===== config.mk =====
export PLATFORM = sky130hd
export DESIGN_NAME = dmem_arbiter_flat
export DESIGN_NICKNAME = d
export VERILOG_FILES = /design/src/rtl/dmem_arbiter_if.sv /design/src/rtl/dmem_arbiter.sv /design/src/flat_wrapper.sv
export SDC_FILE = /design/constraint.sdc
export NUM_CORES = 1
export LEC_CHECK = 0
export ABC_AREA = 1
export BUFFER_PORTS_ARGS = -buffer_cell sky130_fd_sc_hd__buf_2
export CORE_ASPECT_RATIO = 1.4
export CORE_MARGIN = 3
export CORE_UTILIZATION = 40
export DETAILED_ROUTE_END_ITERATION = 10
export MAX_ROUTING_LAYER = met4
export PLACE_DENSITY_LB_ADDON = 0.1
export SETUP_SLACK_MARGIN = 0.2
export SYNTH_ARGS = -nofsm -noshare
export SYNTH_HDL_FRONTEND = slang
export SYNTH_SLANG_ARGS = --single-unit

===== constraint.sdc =====
create_clock -name clk -period 3.75 [get_ports clk]
set_input_delay 0.1875 -clock clk [delete_from_list [all_inputs] [get_ports clk]]
set_output_delay 0.1875 -clock clk [all_outputs]
set_load 0.01 [all_outputs]

===== src/rtl/dmem_arbiter_if.sv =====
// Bundle of both requester ports plus the shared memory port of the data-memory arbiter.
// The arbiter takes the slave view; requesters and the memory model take the master view.
interface dmem_arbiter_if;
   logic        a_req;
   logic        a_we;
   logic [31:0] a_addr;
   logic [31:0] a_wdata;
   logic        a_ack;
   logic        a_err;
   logic [31:0] a_rdata;

   logic        b_req;
   logic        b_we;
   logic [31:0] b_addr;
   logic [31:0] b_wdata;
   logic        b_ack;
   logic        b_err;
   logic [31:0] b_rdata;

   logic        mem_we;
   logic [31:0] mem_addr;
   logic [31:0] mem_wdata;
   logic [31:0] mem_rdata;
   logic        busy;

   modport slave (
      input  a_req, a_we, a_addr, a_wdata,
      output a_ack, a_err, a_rdata,
      input  b_req, b_we, b_addr, b_wdata,
      output b_ack, b_err, b_rdata,
      output mem_we, mem_addr, mem_wdata,
      input  mem_rdata,
      output busy
   );

   modport master (
      output a_req, a_we, a_addr, a_wdata,
      input  a_ack, a_err, a_rdata,
      output b_req, b_we, b_addr, b_wdata,
      input  b_ack, b_err, b_rdata,
      input  mem_we, mem_addr, mem_wdata,
      output mem_rdata,
      input  busy
   );
endinterface


===== src/rtl/dmem_arbiter.sv =====
// Two-port data-memory arbiter: IDLE->ACCESS->RESP, ack two cycles after the req sample, 1 txn per 3 cycles.
// One transaction in flight; the losing port simply keeps req high until it is granted in a later IDLE.
module dmem_arbiter #(
   parameter int MEM_BYTES  = 64,
   parameter int FIXED_PRIO = 0
) (
   input  logic           clk,
   input  logic           reset,
   dmem_arbiter_if.slave  bus
);

   typedef enum logic [1:0] {IDLE, ACCESS, RESP} state_t;

   localparam logic [31:0] MAX_ADDR = 32'(MEM_BYTES - 4);
   localparam logic        PORT_A   = 1'b0;
   localparam logic        PORT_B   = 1'b1;

   state_t      state, next_state;
   logic        last_grant;
   logic        gnt_q;
   logic        we_q;
   logic        err_q;
   logic [31:0] addr_q;
   logic [31:0] wdata_q;
   logic [31:0] a_rdata_q;
   logic [31:0] b_rdata_q;

   logic        any_req;
   logic        grant_b;
   logic [31:0] req_addr;
   logic        req_err;

   always_comb begin
      any_req  = bus.a_req | bus.b_req;
      // B wins if alone, or on a tie when round-robin and A went last.
      grant_b  = bus.b_req & (~bus.a_req | ((FIXED_PRIO == 0) & (last_grant == PORT_A)));
      req_addr = grant_b ? bus.b_addr : bus.a_addr;
      req_err  = (req_addr[1:0] != 2'b00) | (req_addr > MAX_ADDR);
   end

   always_ff @(posedge clk or posedge reset) begin
      if (reset) begin
         state <= IDLE;
      end else begin
         state <= next_state;
      end
   end

   always_comb begin
      next_state    = state;
      bus.mem_we    = 1'b0;
      bus.mem_addr  = 32'h0;
      bus.mem_wdata = 32'h0;
      bus.a_ack     = 1'b0;
      bus.b_ack     = 1'b0;
      case (state)
         IDLE: begin
            if (any_req) next_state = ACCESS;
         end
         ACCESS: begin
            bus.mem_we    = we_q & ~err_q;
            bus.mem_addr  = addr_q;
            bus.mem_wdata = wdata_q;
            next_state    = RESP;
         end
         RESP: begin
            bus.a_ack  = (gnt_q == PORT_A);
            bus.b_ack  = (gnt_q == PORT_B);
            next_state = IDLE;
         end
         default: next_state = IDLE;
      endcase
   end

   assign bus.a_err   = bus.a_ack & err_q;
   assign bus.b_err   = bus.b_ack & err_q;
   assign bus.a_rdata = a_rdata_q;
   assign bus.b_rdata = b_rdata_q;
   assign bus.busy    = (state != IDLE);

   always_ff @(posedge clk or posedge reset) begin
      if (reset) begin
         last_grant <= PORT_B;
         gnt_q      <= PORT_A;
         we_q       <= 1'b0;
         err_q      <= 1'b0;
         addr_q     <= 32'h0;
         wdata_q    <= 32'h0;
         a_rdata_q  <= 32'h0;
         b_rdata_q  <= 32'h0;
      end else begin
         case (state)
            IDLE: begin
               if (any_req) begin
                  gnt_q      <= grant_b;
                  last_grant <= grant_b;
                  we_q       <= grant_b ? bus.b_we    : bus.a_we;
                  wdata_q    <= grant_b ? bus.b_wdata : bus.a_wdata;
                  addr_q     <= req_addr;
                  err_q      <= req_err;
               end
            end
            ACCESS: begin
               // Capturing straight into the per-port register keeps the other port's data intact.
               if (gnt_q == PORT_B) begin
                  b_rdata_q <= err_q ? 32'h0 : bus.mem_rdata;
               end else begin
                  a_rdata_q <= err_q ? 32'h0 : bus.mem_rdata;
               end
            end
            default: ;
         endcase
      end
   end

endmodule

===== src/flat_wrapper.sv =====
// flat-port wrapper written by rule: the top's interface ports become plain ports
module dmem_arbiter_flat 
#(
   parameter int MEM_BYTES  = 64,
   parameter int FIXED_PRIO = 0
)
  (clk, reset, bus_a_req, bus_a_we, bus_a_addr, bus_a_wdata, bus_a_ack, bus_a_err, bus_a_rdata, bus_b_req, bus_b_we, bus_b_addr, bus_b_wdata, bus_b_ack, bus_b_err, bus_b_rdata, bus_mem_we, bus_mem_addr, bus_mem_wdata, bus_mem_rdata, bus_busy);
  dmem_arbiter_if bus_i ();
  input  logic clk;
  input  logic reset;
  input wire logic [$bits(bus_i.a_req)-1:0] bus_a_req;
  input wire logic [$bits(bus_i.a_we)-1:0] bus_a_we;
  input wire logic [$bits(bus_i.a_addr)-1:0] bus_a_addr;
  input wire logic [$bits(bus_i.a_wdata)-1:0] bus_a_wdata;
  output wire logic [$bits(bus_i.a_ack)-1:0] bus_a_ack;
  output wire logic [$bits(bus_i.a_err)-1:0] bus_a_err;
  output wire logic [$bits(bus_i.a_rdata)-1:0] bus_a_rdata;
  input wire logic [$bits(bus_i.b_req)-1:0] bus_b_req;
  input wire logic [$bits(bus_i.b_we)-1:0] bus_b_we;
  input wire logic [$bits(bus_i.b_addr)-1:0] bus_b_addr;
  input wire logic [$bits(bus_i.b_wdata)-1:0] bus_b_wdata;
  output wire logic [$bits(bus_i.b_ack)-1:0] bus_b_ack;
  output wire logic [$bits(bus_i.b_err)-1:0] bus_b_err;
  output wire logic [$bits(bus_i.b_rdata)-1:0] bus_b_rdata;
  output wire logic [$bits(bus_i.mem_we)-1:0] bus_mem_we;
  output wire logic [$bits(bus_i.mem_addr)-1:0] bus_mem_addr;
  output wire logic [$bits(bus_i.mem_wdata)-1:0] bus_mem_wdata;
  input wire logic [$bits(bus_i.mem_rdata)-1:0] bus_mem_rdata;
  output wire logic [$bits(bus_i.busy)-1:0] bus_busy;
  assign bus_i.a_req = bus_a_req;
  assign bus_i.a_we = bus_a_we;
  assign bus_i.a_addr = bus_a_addr;
  assign bus_i.a_wdata = bus_a_wdata;
  assign bus_a_ack = bus_i.a_ack;
  assign bus_a_err = bus_i.a_err;
  assign bus_a_rdata = bus_i.a_rdata;
  assign bus_i.b_req = bus_b_req;
  assign bus_i.b_we = bus_b_we;
  assign bus_i.b_addr = bus_b_addr;
  assign bus_i.b_wdata = bus_b_wdata;
  assign bus_b_ack = bus_i.b_ack;
  assign bus_b_err = bus_i.b_err;
  assign bus_b_rdata = bus_i.b_rdata;
  assign bus_mem_we = bus_i.mem_we;
  assign bus_mem_addr = bus_i.mem_addr;
  assign bus_mem_wdata = bus_i.mem_wdata;
  assign bus_i.mem_rdata = bus_mem_rdata;
  assign bus_busy = bus_i.busy;
  dmem_arbiter #(.MEM_BYTES(MEM_BYTES), .FIXED_PRIO(FIXED_PRIO)) u_core (.clk(clk), .reset(reset), .bus(bus_i));
endmodule

==> reports/results.ini <==
[yosys]
synth-compound-area-share_pct=8.65
synth-edff-count=0
netlist_area_um2=6610
syn-num-nets=929
yosys-top-cells-area=dfrtp_1 50%, nor2_1 8.4%, inv_1 7.1%, mux2_2 6.8%, nand2_1 5.7%
synth_top_cells_by_count=147 x nor2_1, 133 x dfrtp_1, 125 x inv_1, 100 x nand2_1, 57 x o21ai_0
synth_top_family_by_area=simple AND/OR/NAND/NOR gates
yosys.area_share.simple_pct=18.3
synth_fa_ha_area_share_pct=0
synth-xor-area-share_pct=0
synth_seq_cells=134
synth_area_per_cell_um2=8.66
synth_top_area_share_pct=50.4
ys.warnings.count=0
ys_seq_area_share_pct=50.8
synth_mux_area_share_pct=10.9
synth_ff_type=dfrtp_1
syn_inst=763
ys_types=22
yosysMostFrequentCell=nor2_1
synthArstFlopShare_pct=100
synth_top_area_cell=dfrtp_1

[grt]
overflow=0
grt_start_max_net_pins=89
grt_antenna_before_repair=1
grt_pass1_wl_mm=28.7
gr-usage-all-layers_pct=20.6
grt_pass1_vias=5907

[cells_and_area]
drive_gt1_share_pct=36.8
final_core_util_pct=54.3
area_growth_pct=32.8
final_nets=1209

[pwr]
cellPowerDensity_nw_per_um2=647
power_mw=5.68
internal_power_mw=3.62
sw_frac_of_total_pct=36.3
p_sw_mw=2.06
p_clk_share_pct=30.3
power_frac_seq_pct=34.8
p_leak_nw=5.18
power_frac_comb_pct=34.9
vdd_drop_max_mv=0.306

[worst_setup_path]
critPathMostFrequentCell=inv_2
worstSetupPathType=reg2out
start_kind=register
critPathMaxStageDelay_ns=0.62
worstPathArrival_ns=2.29
worstRegToRegCells=10
reg2reg_from=u_core.last_grant
path_buf_inv=4
critPathRequiredTime_ns=3.56
crit_family=buffers and inverters
rrSetupSlack_ns=1.57
worstPathMaxFanout=44
cp-end-kind=output pin
worstSetupStartpoint=u_core.state[0]
crit_slowest_cell=inv_2
crit_chain=inv_2 > nor2_4 > inv_2 > buf_4 > nor2_1 > buf_2
r2r-end=u_core.err_q

[clocking]
cts_tree=built
htreeDepth=4
clockRootBuffer=clkbuf_16
hold_buffers=0
max-clock-path-buffers=2
insertion_delay_ns=0.41
cts-resized-gates=0
post-cts-setup-buffer-count=0
cts_made_buffers=17
clk_pin_slew_ns=0.06
clock-sinks=134

[run]
drv_cap=0

[timing]
skew_ns=0.0106
slew-limit-headroom_pct=33.3
fin_setup_tns_ns=0
final-hold-violation-count=5
setup_slack_ns=1.27
worst_pin_slew_ns=0.999
drv_slew=0
hold-worst-slack_ns=-0.00779
max_freq_mhz=404
fin_crit_ns=2.48
setup_violations=0
post-route-period-util_pct=66.1
rsz0062_at_grt=false

[placed_design]
dp_slack_ns=1.52
globalplace.congestion=0.785
place_hpwl_mm=13.3
portBuffers=299

[status]
failed_checks=hold timing
status=finished with violations

[die]
die_w_um=115
io-pin-count=300
initial_core_util_pct=40.9
die-height_um=158
rows=55
die-area_um2=18100
coreArea_um2=16200

[route]
route.antenna.remaining_nets=0
wl_per_cell_um=14.6
postRouteWirelength_mm=18.3
viasPerCell=4.71
drc_errors=0
dr.pass1.iters=4
vias=5922
first_iter_violations=300

[hold_path]
hold_class=in2async

-- power groups by stage --
stage / sequential (mW) / combinational [mW] / clock [mW]
6_report: 1.98 / 1.98 / 1.72
5_1_grt: 2.02 / 2.26 / 1.82
4_1_cts: 1.98 / 2.02 / 1.76
3_5_place_dp: 2.00 / 2.01 / 0
3_3_place_gp: 2.00 / 1.98 / 0
2_1_floorplan: 1.97 / 1.44 / 0
-- worst register-to-register path, delay by kind of cell, from the launching register on --
kind / cells / cell delay, ns
simple gates: 8 / 0.88
flops: 1 / 0.55
compound gates: 1 / 0.08
buf+inv: 1 / 0.56
-- area by class of cell --
cell class,instances,area (µm²)
diodes,1,2.50
clock buffers,20,447
clock inverters,12,166
fillers,1622,7400
inverters,129,488
multi-input cells,454,2500
flip-flops and latches,134,3350
well taps,199,249
repair buffers,307,1570
-- stage by stage --
step | instance area [µm²] | instances
final | 8780 | 1256
after global routing | 8780 | 1256
after CTS | 8770 | 1255
after detailed placement | 8160 | 1223
after global placement | 8160 | 1223
after floorplan | 6610 | 763
-- sequential cells by signal, summed over array words and instances (netlist names) --
| signal | count |
|---|---|
| u_core.bus.b_rdata | 32 |
| u_core.last_grant | 1 |
| u_core.gnt_q | 1 |
| u_core.addr_q | 32 |
| u_core.we_q | 1 |
| u_core.bus.a_rdata | 32 |
| u_core.wdata_q | 32 |
| u_core.state | 2 |
| u_core.err_q | 1 |
-- cell usage in the layout (no fill, tap or decap), drive strengths merged --
master / synthesis / routed
a21oi: 2 / 2
buf: 40 / 307
bufinv: 0 / 3
clkbuf: 6 / 20
clkinv: 0 / 3
clkinvlp: 0 / 2
dfrtp: 133 / 133
dfstp: 1 / 1
diode: 0 / 1
inv: 129 / 133
mux2: 64 / 64
nand2: 102 / 102
nand3: 7 / 7
nand3b: 20 / 20
nor2: 151 / 151
nor3: 3 / 3
nor4: 2 / 2
o21ai: 66 / 66
o22ai: 37 / 37
-- logic make-up (layout without fill, tap and decap cells) --
kind of cell / Yosys count / in the layout
flip-flops: 134 / 134
multiplexers: 64 / 64
AO/OA/AOI/OAI: 105 / 105
other: 0 / 1
AND/OR/NAND/NOR: 285 / 285
buffers and inverters: 175 / 468
-- per-layer routing --
| metal | vias up | GRT usage (%) | part of all wire [%] |
|---|---|---|---|
| met3 | 22 | 4.59 | 6.4 |
| met2 | 201 | 35.7 | 50 |
| li1 | 2956 | - | - |
| met4 | 0 | 6.17 | 1.7 |
| met5 | - | - | 0 |
| met1 | 2743 | 24.0 | 41 |
-- worst max path at each step --
stage | depth (start not counted) | endpoint | slack [ns]
2_1_floorplan | 1 | u_core.addr_q[0] | 1.90
3_3_place_gp | 10 | u_core.err_q | 1.54
3_5_place_dp | 10 | u_core.err_q | 1.52
4_1_cts | 6 | bus_mem_we | 1.23
5_1_grt | 6 | bus_mem_we | 1.09
6_report | 6 | bus_mem_addr[31] | 1.27
Power figures use the tool's default switching activity.
